### src/rtl/add_operand_stage_if.sv
// Handshake bundle for add_operand_stage: upstream operand channel plus the
// registered adder-input channel toward the result-capture stage.
interface add_operand_stage_if #(
   parameter int WIDTH = 64
) ();
   logic             in_valid;
   logic             in_ready;
   logic [WIDTH-1:0] in_din_one;
   logic [WIDTH-1:0] in_din_two;
   logic             in_cin;
   logic             in_sub;
   logic [WIDTH-1:0] din_one;
   logic [WIDTH-1:0] din_two;
   logic             cin;
   logic             out_valid;
   logic             out_ready;

   modport slave (
      input  in_valid, in_din_one, in_din_two, in_cin, in_sub, out_ready,
      output in_ready, din_one, din_two, cin, out_valid
   );

   modport master (
      output in_valid, in_din_one, in_din_two, in_cin, in_sub, out_ready,
      input  in_ready, din_one, din_two, cin, out_valid
   );
endinterface

### src/rtl/add_operand_stage.sv
// Registered operand stage with a 2-entry skid buffer feeding adder_64bit.
// Optional macro ADD_OPERAND_STAGE_SUB_MODE_EN turns in_sub into A-B operand preparation.
module add_operand_stage #(
   parameter int WIDTH     = 64,
   parameter bit ZERO_IDLE = 1'b1
) (
   input  logic                clk,
   input  logic                rst,
   input  logic                flush,
   add_operand_stage_if.slave  bus
);

   typedef enum logic [1:0] {
      S_EMPTY = 2'd0,
      S_ONE   = 2'd1,
      S_TWO   = 2'd2
   } state_t;

   typedef struct packed {
      logic [WIDTH-1:0] a;
      logic [WIDTH-1:0] b;
      logic             c;
   } opnd_t;

   localparam opnd_t OPND_ZERO = {(2*WIDTH+1){1'b0}};

   state_t state_q, state_d;
   opnd_t  main_q, main_d;
   opnd_t  skid_q, skid_d;
   logic   in_ready_q;
   logic   out_valid_q;

   opnd_t  in_opnd;
   opnd_t  main_idle;
   logic   in_xfer;
   logic   out_xfer;

   assign in_xfer  = bus.in_valid && in_ready_q;
   assign out_xfer = out_valid_q && bus.out_ready;

   // Shape the incoming pair before it is stored (subtract transform when enabled).
`ifdef ADD_OPERAND_STAGE_SUB_MODE_EN
   always_comb begin
      in_opnd.a = bus.in_din_one;
      if (bus.in_sub) begin
         in_opnd.b = ~bus.in_din_two;
         in_opnd.c = 1'b1;
      end else begin
         in_opnd.b = bus.in_din_two;
         in_opnd.c = bus.in_cin;
      end
   end
`else
   logic sub_unused;
   assign sub_unused = bus.in_sub;

   always_comb begin
      in_opnd.a = bus.in_din_one;
      in_opnd.b = bus.in_din_two;
      in_opnd.c = bus.in_cin;
   end
`endif

   // Value the main register takes when the stage drains to EMPTY.
   always_comb begin
      if (ZERO_IDLE) begin
         main_idle = OPND_ZERO;
      end else begin
         main_idle = main_q;
      end
   end

   // Next-state and buffer steering; flush overrides every transfer.
   always_comb begin
      state_d = state_q;
      main_d  = main_q;
      skid_d  = skid_q;
      if (flush) begin
         state_d = S_EMPTY;
         main_d  = main_idle;
      end else begin
         case (state_q)
            S_EMPTY: begin
               if (in_xfer) begin
                  state_d = S_ONE;
                  main_d  = in_opnd;
               end else begin
                  state_d = S_EMPTY;
               end
            end
            S_ONE: begin
               if (in_xfer && out_xfer) begin
                  main_d = in_opnd;
               end else if (in_xfer) begin
                  state_d = S_TWO;
                  skid_d  = in_opnd;
               end else if (out_xfer) begin
                  state_d = S_EMPTY;
                  main_d  = main_idle;
               end else begin
                  state_d = S_ONE;
               end
            end
            S_TWO: begin
               if (out_xfer) begin
                  state_d = S_ONE;
                  main_d  = skid_q;
               end else begin
                  state_d = S_TWO;
               end
            end
            default: begin
               state_d = S_EMPTY;
               main_d  = OPND_ZERO;
            end
         endcase
      end
   end

   // State, buffers and handshake flags; ready/valid are derived from next state so both stay registered.
   always_ff @(posedge clk) begin
      if (rst) begin
         state_q     <= S_EMPTY;
         main_q      <= OPND_ZERO;
         skid_q      <= OPND_ZERO;
         in_ready_q  <= 1'b0;
         out_valid_q <= 1'b0;
      end else begin
         state_q     <= state_d;
         main_q      <= main_d;
         skid_q      <= skid_d;
         in_ready_q  <= (state_d != S_TWO);
         out_valid_q <= (state_d != S_EMPTY);
      end
   end

   assign bus.in_ready  = in_ready_q;
   assign bus.out_valid = out_valid_q;
   assign bus.din_one   = main_q.a;
   assign bus.din_two   = main_q.b;
   assign bus.cin       = main_q.c;

endmodule

### src/flat_wrapper.sv
// flat-port wrapper written by rule: the top's interface ports become plain ports
module add_operand_stage_flat 
#(
   parameter int WIDTH     = 64,
   parameter bit ZERO_IDLE = 1'b1
)
  (clk, rst, flush, bus_in_valid, bus_in_din_one, bus_in_din_two, bus_in_cin, bus_in_sub, bus_out_ready, bus_in_ready, bus_din_one, bus_din_two, bus_cin, bus_out_valid);
  add_operand_stage_if #(.WIDTH(WIDTH)) bus_i ();
  input  logic clk;
  input  logic rst;
  input  logic flush;
  input wire logic [$bits(bus_i.in_valid)-1:0] bus_in_valid;
  input wire logic [$bits(bus_i.in_din_one)-1:0] bus_in_din_one;
  input wire logic [$bits(bus_i.in_din_two)-1:0] bus_in_din_two;
  input wire logic [$bits(bus_i.in_cin)-1:0] bus_in_cin;
  input wire logic [$bits(bus_i.in_sub)-1:0] bus_in_sub;
  input wire logic [$bits(bus_i.out_ready)-1:0] bus_out_ready;
  output wire logic [$bits(bus_i.in_ready)-1:0] bus_in_ready;
  output wire logic [$bits(bus_i.din_one)-1:0] bus_din_one;
  output wire logic [$bits(bus_i.din_two)-1:0] bus_din_two;
  output wire logic [$bits(bus_i.cin)-1:0] bus_cin;
  output wire logic [$bits(bus_i.out_valid)-1:0] bus_out_valid;
  assign bus_i.in_valid = bus_in_valid;
  assign bus_i.in_din_one = bus_in_din_one;
  assign bus_i.in_din_two = bus_in_din_two;
  assign bus_i.in_cin = bus_in_cin;
  assign bus_i.in_sub = bus_in_sub;
  assign bus_i.out_ready = bus_out_ready;
  assign bus_in_ready = bus_i.in_ready;
  assign bus_din_one = bus_i.din_one;
  assign bus_din_two = bus_i.din_two;
  assign bus_cin = bus_i.cin;
  assign bus_out_valid = bus_i.out_valid;
  add_operand_stage #(.WIDTH(WIDTH), .ZERO_IDLE(ZERO_IDLE)) u_core (.clk(clk), .rst(rst), .flush(flush), .bus(bus_i));
endmodule
### config.mk
export PLATFORM = sky130hd
export DESIGN_NAME = add_operand_stage_flat
export DESIGN_NICKNAME = d
export VERILOG_FILES = /design/src/rtl/add_operand_stage_if.sv /design/src/rtl/add_operand_stage.sv /design/src/flat_wrapper.sv
export SDC_FILE = /design/constraint.sdc
export NUM_CORES = 1
export LEC_CHECK = 0
export CORE_UTILIZATION = 35
export CTS_CLUSTER_SIZE = 25
export DETAILED_ROUTE_END_ITERATION = 16
export SLEW_MARGIN = 25
export SYNTH_ARGS = -nofsm -noshare
export SYNTH_HDL_FRONTEND = slang
export SYNTH_SLANG_ARGS = --single-unit
export TNS_END_PERCENT = 10
### constraint.sdc
create_clock -name clk -period 1.89 [get_ports clk]
set_clock_uncertainty 0.15 [all_clocks]
set_input_delay 0.189 -clock clk [delete_from_list [all_inputs] [get_ports clk]]
set_output_delay 0.189 -clock clk [all_outputs]
set_load 0.01 [all_outputs]
==> metrics, run 1 <==
run status=completed; maximum clock rate=543 MHz; DRT iter0 DRCs=770; top cell type's share of synthesized area=43.2%; Reg power frac=41.2%; Least-Margin Pin Slew=665 ps; Post-CTS Hold Fix Bufs=0; # nets final=1953; power share of the clock group=47.3%; synthesized cell area=0.0121 sq mm; delay-heaviest family, CP=buffers and inverters; fin. max-slew vios=0; final instance area=0.0169 sq mm; initial antenna violation count=2; LEAKAGE=5.56 nW; cell taking the most area after synthesis=dfxtp_1; Startpoint Class=flop; drt pass-1 iters=5; CP max-delay cell=clkdlybuf4s50_1; total power=0.0137 W; GRT Total Usage=22.3%; commonest cells after routing, fill and taps aside=nand2_1 (519), dfxtp_1 (259), a21oi_1 (258), clkdlybuf4s50_1 (258); Avg Cell Area, Syn=7.55 sq um; Hold Crit Class=in2reg; FF+latch area=0.00526 sq mm; routed length per instance=17.6 um; H-tree levels=1; Yosys reg bits=262; Syn Nets=1741; # IOs=266; die width=188 um; P_int=0.0104 W; hold_ws=19.3 ps; crit path DAT=1500 ps; CP bufs+invs=1; Initial Utilization=35.9%; Cells after Synth=1606; Core ar.=0.0338 sq mm; Final ANT Viol Nets=0; CP Class=reg2out; pin count of the biggest net entering global routing=131; Synth cell types=27; Critical Path RT=1550 ps; die area=0.0354 sq mm; Pwr Density=812 mW/mm^2; port bufs=264; detailed placer's ending HPWL=24.8 mm; residual DRC count=0; Max stage delay on crit path=620 ps; placed insts=2232; Tmin final=1840 ps; DR vias=12.2k; GPL Wtd Cong=0.760; clk_lat worst skew=550 ps; Setup Viol. Count Final=0; vias in the first global route=11.8k; CTS tree=built; critical path cell sequence=clkdlybuf4s50_1; Final Core Density=50.0%; layout cells sized above 1=7.44%; CTS Sinks=262; top post-synthesis cells by area=dfxtp_1 (43%), nand2_1 (16%), a21oi_1 (11%); Root Buffer=clkbuf_16; Slew HR=55.7%; row cnt=67; final WL=40.4 mm; multi-input logic area=0.00620 sq mm; synth warn=0; chip height=188 um; sw power=0.00326 W; Peak VDD IR=0.648 mV; routed vias/inst=5.31; RSZ-0062 raised after global routing=true; DP Area=0.0157 sq mm; global route total overflow=0; area grow syn2layout=39.1%; period utilization=97.4%; clock buffer depth=3; crit path max fanout=2; first-pass GRT wire length=64.7 mm; CP Capture Type=output pin; Seq/Total Area, Yosys=43.2%; CTS Buf Count=30; Comb pwr share=11.4%; most common cell after layout, fill and taps aside=nand2_1; fill count=3203; register clock-pin slew on the reported worst setup and hold paths=60 ps; Hold Vio Cnt, Final=0; Finished Layout Cells=2292; Max-Cap Viols=0; Sw Share=23.8%
==> Yosys cell counts, drive strengths merged <==
cell type	count
buf	80
or2	1
nand2	519
and3b	1
a21oi	258
dfxtp	262
o21ai	129
and2	1
mux2i	129
nand4b	2
o22a	1
nand2b	1
o22ai	129
a21boi	1
a211oi	4
xor2	1
o221ai	1
clkbuf	79
nor2	2
nor3b	3
nand3b	2
==> timing repair <==
item	4_1_cts	5_1_grt
resized for setup	3	7
pin swaps	0	1
endpoints found under the setup margin	2	41
setup buffers	0	0
cloned	2	0
hold endpoints to repair	0	0
==> flip-flops by register name, summed over array words and instances, names as in the netlist <==
name / count
u_core.state_q: 2
u_core.bus.din_one: 64
u_core.bus.in_ready: 1
u_core.bus.out_valid: 1
u_core.bus.din_two: 64
u_core.skid_q: 129
u_core.bus.cin: 1
==> cells by family after synthesis <==
| logic type | synth area share (%) |
|---|---|
| simple gates | 16.9 |
| compound gates | 23.1 |
| flops | 43.2 |
| buf+inv | 6.02 |
| mux | 10.6 |
| xor+xnor | 0.0722 |
==> metrics by stage <==
stage          setup TNS (ps)  setup slack [ps]
2_1_floorplan               0               184
3_3_place_gp           -35480              -185
3_5_place_dp           -40570              -221
4_1_cts                     0              24.7
5_1_grt                  -163             -33.0
6_report                    0              50.0
==> final timing paths <==
kind	cells past startpoint	endpoint	startpoint	slack (ps)
max	1	bus_din_two[51]	u_core.bus.din_two[51]$_SDFFE_PP0P_	50
min	3	u_core.state_q[1]$_SDFF_PP0_	rst	20
max reg2reg	6	u_core.skid_q[39]$_SDFFE_PP0P_	u_core.state_q[1]$_SDFF_PP0_	110
min reg2reg	2	u_core.skid_q[40]$_SDFFE_PP0P_	u_core.skid_q[40]$_SDFFE_PP0P_	300
==> power by group through the flow <==
stage	logic (W)	registers (W)	clock network [W]
finish	0.00156	0.00565	0.00649
floorplan	0.000691	0.00579	0
detailed placement	0.00153	0.00577	0
global placement	0.00152	0.00577	0
global route	0.00170	0.00565	0.00688
CTS	0.00157	0.00565	0.00664
==> final cells by class <==
| cell class | instances | area share, % |
|---|---|---|
| Multi-Input combinational cell | 1185 | 36.7 |
| Timing Repair Buffer | 339 | 22.2 |
| Sequential cell | 262 | 31.1 |
| Antenna cell | 2 | 0.0297 |
| Clock buffer | 46 | 5.59 |
| Clock inverter | 10 | 1.04 |
| Tap cell | 448 | 3.32 |
==> metal layers <==
metal / track usage [%] / routed length, um / vias up
li1: - / - / 5947
met1: 29.7 / 18100 / 5806
met2: 36.9 / 18700 / 371
met3: 4.58 / 2840 / 45
met4: 5.19 / 691 / 0
met5: 0 / 0 / -
Power figures use the tool's default switching activity.
==> run 2: changes to the inputs <==
--- a/config.mk
+++ b/config.mk
@@ -5,9 +5,11 @@
 export SDC_FILE = /design/constraint.sdc
 export NUM_CORES = 1
 export LEC_CHECK = 0
-export CORE_UTILIZATION = 35
+export CORE_ASPECT_RATIO = 0.6
+export CORE_UTILIZATION = 50
 export CTS_CLUSTER_SIZE = 25
 export DETAILED_ROUTE_END_ITERATION = 16
+export PLACE_DENSITY = 0.79
 export SLEW_MARGIN = 25
 export SYNTH_ARGS = -nofsm -noshare
 export SYNTH_HDL_FRONTEND = slang
==> run 2 against run 1 <==
  * Utilization increased by 20 points
  * Critical path depth stayed put
  * Maximum frequency is 1.5% higher
  * Setup slack better by 28 ps
  * Clock power decreased by 22%
  * Die area is 30% lower
  * Sequential share of layout area grew 1.0 points
  * Sequential power about the same
  * Total power is 11% lower
  * Via count up 3.0%
  * Routed wire length fell by 3.6%
  * Largest cell class unchanged
  * Largest power group is now registers
  * Highest routed layer unchanged
==> metrics, run 2 (synthesis results as in run 1) <==
Reg power frac=46.1% (+4.9 points); GPL Wtd Cong=0.840 (+11%); CTS Buf Count=25 (-17%); worst hold endpoint=u_core.skid_q[101]$_SDFFE_PP0P_; initial antenna violation count=0 (-2); Max-Cap Viols=0 (unchanged); most common cell after layout, fill and taps aside=nand2_1; RSZ-0062 raised after global routing=true; Hold Vio Cnt, Final=0 (unchanged); clock buffer depth=3 (unchanged); diode count=0 (-2); Critical Path RT=1550 ps (about the same); port bufs=264 (unchanged); worst r2r src=u_core.bus.in_ready$_SDFF_PP0_; CTS Sinks=262 (unchanged); pin count of the biggest net entering global routing=131 (unchanged); clk_lat worst skew=510 ps (-40 ps); Comb pwr share=12.8% (+1.4 points); area grow syn2layout=34.7%; Peak VDD IR=0.579 mV (-11%); P_int=0.00924 W (-11%); layout cells sized above 1=6.57% (-0.87 points); run status=completed; routed vias/inst=5.85 (+10%); DRT iter0 DRCs=1148 (+49%); detailed placer's ending HPWL=23.7 mm (-4.6%); Setup Viol. Count Final=0 (unchanged); # nets final=1945 (-0.41%); commonest cells after routing, fill and taps aside=nand2_1 (519), clkdlybuf4s50_1 (261), dfxtp_1 (259); # IOs=266 (unchanged); CP Capture Type=output pin; CP bufs+invs=1 (unchanged); reg2reg setup slack=90 ps (-20 ps); max reg flops=129 (unchanged); Sw Share=24.6% (+0.80 points); period utilization=95.9% (-1.5 points); vias in the first global route=11.7k (-1.0%); CP Class=reg2out; GRT Total Usage=30.1% (+7.7 points); global route total overflow=0 (unchanged); Tmin final=1810 ps (-28.0 ps); DR vias=12.5k (+3.0%); Pwr Density=750 mW/mm^2 (-7.6%); LEAKAGE=5.33 nW (-4.2%); Core ar.=0.0235 sq mm (-31%); maximum clock rate=552 MHz (+1.5%); delay-heaviest family, CP=buffers and inverters; first-pass GRT wire length=60.7 mm (-6.0%); Max stage delay on crit path=560 ps (-60 ps); Hold Crit Class=in2reg; die area=0.0249 sq mm (-30%); final instance area=0.0163 sq mm (-3.2%); register clock-pin slew on the reported worst setup and hold paths=70 ps (about the same); residual DRC count=0 (unchanged); final WL=38.9 mm (-3.6%); Reg2Reg Depth=7 (+1); hold_ws=119 ps (+99.7 ps); crit path DAT=1470 ps (-30 ps); Final Core Density=69.7% (+20 points); Initial Utilization=51.7% (+16 points); die width=203 um (+7.9%); H-tree levels=1 (unchanged); Startpoint Class=flop; r2r endpoint=u_core.skid_q[110]$_SDFFE_PP0P_; drt pass-1 iters=6 (+1); Root Buffer=clkbuf_16; Least-Margin Pin Slew=650 ps (-14.9 ps); Min-Delay Path Depth=3 (unchanged); chip height=123 um (-35%); CTS tree=built; most flop-heavy register=u_core.skid_q; row cnt=43 (-36%); Slew HR=56.7% (+0.99 points); CP max-delay cell=clkdlybuf4s50_1; fin. max-slew vios=0 (unchanged); routed length per instance=18.2 um (+3.1%); Worst Hold Launch=bus_in_din_one[36]; critical path cell sequence=clkdlybuf4s50_1; DP Area=0.0154 sq mm (-1.9%); crit path max fanout=2 (unchanged); Final ANT Viol Nets=0 (unchanged); power share of the clock group=41.2% (-6.1 points); sw power=0.00302 W (-7.5%)
==> run 2: changes by cell type in the layout (fill, tap and decap cells not counted), sizes merged, moves of 2 or more <==
| cell | change |
|---|---|
| clkbuf | -10 |
| buf | -4 |
| bufinv | -3 |
| clkdlybuf4s50 | +3 |
| clkinvlp | +2 |
| diode | -2 |
| dlymetal6s2s | -2 |
==> run 2: final cells by class <==
cell class / count / area, sq um
tap: 315 / 394
clock buffer: 36 / 717
sequential: 262 / 5260
clock inverter: 8 / 95.1
fill: 1876 / 7120
timing repair buffer: 336 / 3680
multi-input combinational: 1185 / 6200
==> run 2: metrics by stage <==
stage	power, W	std cells	TNS, ps	worst slack [ps]
after floorplan	0.00648	1606	0	184
after global placement	0.00723	2091	-28670	-180
after detailed placement	0.00726	2091	-33640	-224
after CTS	0.0123	2141	0	2.58
after global routing	0.0127	2142	-3.24	-2.18
final	0.0123	2142	0	78.0
==> run 2: what timing repair did <==
item | CTS | global route
hold endpoints to repair | 2 | 0
setup buffers | 3 | 1
gates cloned | 2 | 0
resized for setup | 2 | 16
hold buffers | 1 | 0
setup endpoints to repair | 2 | 120
pin swaps | 0 | 4
==> run 2: worst max path at each step <==
stage	start	endpoint	slack, ps	cells after the start
final	u_core.bus.din_two[20]$_SDFFE_PP0P_	bus_din_two[20]	80	1
after global routing	u_core.state_q[1]$_SDFF_PP0_	u_core.bus.din_one[24]$_SDFFE_PP0P_	-2	6
after CTS	u_core.bus.in_ready$_SDFF_PP0_	bus_in_ready	3	2
after detailed placement	bus_in_valid	u_core.bus.din_one[0]$_SDFFE_PP0P_	-220	7
after global placement	bus_out_ready	u_core.bus.din_one[12]$_SDFFE_PP0P_	-180	6
after floorplan	u_core.bus.in_ready$_SDFF_PP0_	u_core.skid_q[102]$_SDFFE_PP0P_	180	7
==> run 2: per-layer routing <==
layer	vias to the layer above	share of wire, %	GRT usage (%)
met1	5889	42	41.0
met5	-	0	0
li1	5940	-	-
met2	636	46	48.8
met3	70	9.8	5.55
met4	0	2.3	8.22
==> run 2: power by group through the flow <==
stage	Combinational [W]	Sequential, W	Clock, W
2_1_floorplan	0.000691	0.00579	0
4_1_cts	0.00154	0.00564	0.00511
5_1_grt	0.00169	0.00565	0.00535
6_report	0.00157	0.00564	0.00505
3_3_place_gp	0.00146	0.00576	0
3_5_place_dp	0.00149	0.00577	0
==> run 3: changes to the inputs <==
--- a/config.mk
+++ b/config.mk
@@ -6,10 +6,10 @@
 export NUM_CORES = 1
 export LEC_CHECK = 0
 export CORE_ASPECT_RATIO = 0.6
-export CORE_UTILIZATION = 50
+export CORE_UTILIZATION = 40
 export CTS_CLUSTER_SIZE = 25
 export DETAILED_ROUTE_END_ITERATION = 16
-export PLACE_DENSITY = 0.79
+export PLACE_DENSITY = 0.66
 export SLEW_MARGIN = 25
 export SYNTH_ARGS = -nofsm -noshare
 export SYNTH_HDL_FRONTEND = slang
==> run 3 against run 2 <==
  * Highest routed layer is now met5
  * Critical path type unchanged
  * Routed wire length is 1.8% higher
  * Non-clock buffer count is 5 higher
  * Clock-buffer cell count is 4 higher
  * Combinational power hardly changed
  * Register-to-register slack hardly changed
  * Critical endpoint is now bus_din_one[38]
  * Critical path depth stayed put
  * Via count is 2.2% lower
  * Largest power group unchanged
  * Worst hold slack worse by 82 ps
==> metrics, run 3 (synthesis results as in run 1) <==
CP max-delay cell=clkdlybuf4s50_1; Place WS=-178 ps (+46.1 ps); Final ANT Viol Nets=0 (unchanged); vias in the first global route=11.4k (-2.2%); row cnt=48 (+12%); most flop-heavy register=u_core.skid_q; Pwr Density=767 mW/mm^2 (+2.3%); max reg flops=129 (unchanged); reg2reg setup slack=90 ps (about the same); P_int=0.00960 W (+3.8%); GPL Wtd Cong=0.793 (-5.6%); CTS tree=built; power share of the clock group=43.5% (+2.3 points); delay-heaviest family, CP=buffers and inverters; sw power=0.00311 W (+3.3%); CTS Sinks=262 (unchanged); residual DRC count=0 (unchanged); Peak VDD IR=0.482 mV (-17%); DRT iter0 DRCs=960 (-16%); global route total overflow=0 (unchanged); Sw Share=24.5% (-0.10 points); pin count of the biggest net entering global routing=131 (unchanged); GRT Total Usage=24.6% (-5.4 points); routed vias/inst=5.48 (-6.4%); CP bufs+invs=1 (unchanged); CP Class=reg2out; # nets final=1951 (+0.31%); run status=completed; Max stage delay on crit path=610 ps (+50 ps); Sum Neg Setup Slack=0 ps (unchanged); most common cell after layout, fill and taps aside=nand2_1; Tmin final=1820 ps (+11.6 ps); clock buffer depth=3 (unchanged); initial antenna violation count=4 (+4); final instance area=0.0166 sq mm (+1.3%); chip height=137 um (+12%); total power=0.0127 W (+3.7%); crit path max fanout=2 (unchanged); DP Area=0.0156 sq mm (+1.4%); port bufs=264 (unchanged); Critical Path RT=1550 ps (about the same); final WL=39.6 mm (+1.8%); Reg power frac=44.4% (-1.7 points); die area=0.0311 sq mm (+25%); DR vias=12.3k (-2.2%); CTS Buf Count=26 (+4.0%); period utilization=96.5% (+0.61 points); H-tree levels=1 (unchanged); Core ar.=0.0292 sq mm (+25%); LEAKAGE=5.37 nW (+0.84%); Initial Utilization=41.5% (-10 points); Hold Crit Class=in2reg; register clock-pin slew on the reported worst setup and hold paths=70 ps (about the same); Startpoint Class=flop; Comb pwr share=12.1% (-0.7 points); commonest cells after routing, fill and taps aside=nand2_1 (519), clkdlybuf4s50_1 (261), dfxtp_1 (259); clk_lat worst skew=540 ps (+30 ps); Slew HR=49.2% (-7.5 points); hold_ws=37.2 ps (-81.8 ps); Least-Margin Pin Slew=762 ps (+112 ps); PnR worst setup slack=66.4 ps (-11.6 ps); maximum clock rate=548 MHz (-0.64%); RSZ-0062 raised after global routing=true; CP Capture Type=output pin; crit path DAT=1480 ps (about the same); fin. max-slew vios=0 (unchanged); drt pass-1 iters=5 (-1); routed length per instance=17.7 um (-2.6%); area grow syn2layout=36.5%; # IOs=266 (unchanged); Max-Cap Viols=0 (unchanged); critical path cell sequence=clkdlybuf4s50_1; Setup Viol. Count Final=0 (unchanged); Hold Vio Cnt, Final=0 (unchanged); die width=227 um (+12%); layout cells sized above 1=6.92% (+0.35 points); detailed placer's ending HPWL=24.8 mm (+4.8%); first-pass GRT wire length=61.3 mm (+0.98%); Root Buffer=clkbuf_16
run 3: final cells by class:
cell class	count	area [sq um]
antenna	3	7.51
tap	400	500
clock buffer	40	786
clock inverter	8	118
fill	2709	12700
sequential	262	5260
timing repair buffer	341	3700
multi-input combinational	1185	6200
run 3: per-stage QoR:
stage               util (%)  instances
floorplan                  -       1606
global placement        53.3       2182
detailed placement      53.3       2182
CTS                     56.4       2231
global route            56.6       2237
finish                  56.6       2239
run 3: worst paths after layout:
kind | end | cells after the start | start
hold reg to reg | u_core.skid_q[101]$_SDFFE_PP0P_ | 2 | u_core.skid_q[101]$_SDFFE_PP0P_
hold / removal | u_core.bus.in_ready$_SDFF_PP0_ | 3 | rst
setup / recovery | bus_din_one[38] | 1 | u_core.bus.din_one[38]$_SDFFE_PP0P_
setup reg to reg | u_core.bus.din_two[56]$_SDFFE_PP0P_ | 6 | u_core.state_q[1]$_SDFF_PP0_
run 3: what timing repair did:
item / CTS / global route
hold endpoints to repair: 3 / 0
hold buffers: 1 / 0
pin swaps: 0 / 1
gates resized for setup: 2 / 5
endpoints found under the setup margin: 3 / 152
gates cloned: 0 / 0
buffers inserted: 0 / 5
run 3: power by group through the flow:
stage          combinational, W  sequential [W]  clock (W)
3_5_place_dp            0.00152         0.00577          0
6_report                0.00154         0.00564    0.00553
5_1_grt                 0.00166         0.00565    0.00585
2_1_floorplan          0.000691         0.00579          0
3_3_place_gp            0.00150         0.00577          0
4_1_cts                 0.00153         0.00564    0.00562
run 3: per-layer routing:
metal | up-vias | track usage [%] | wire length, um
li1 | 5953 | - | -
met1 | 5879 | 33.2 | 17900
met2 | 361 | 40.0 | 18200
met3 | 62 | 5.22 | 2630
met4 | 4 | 6.08 | 869
met5 | - | 0 | 24
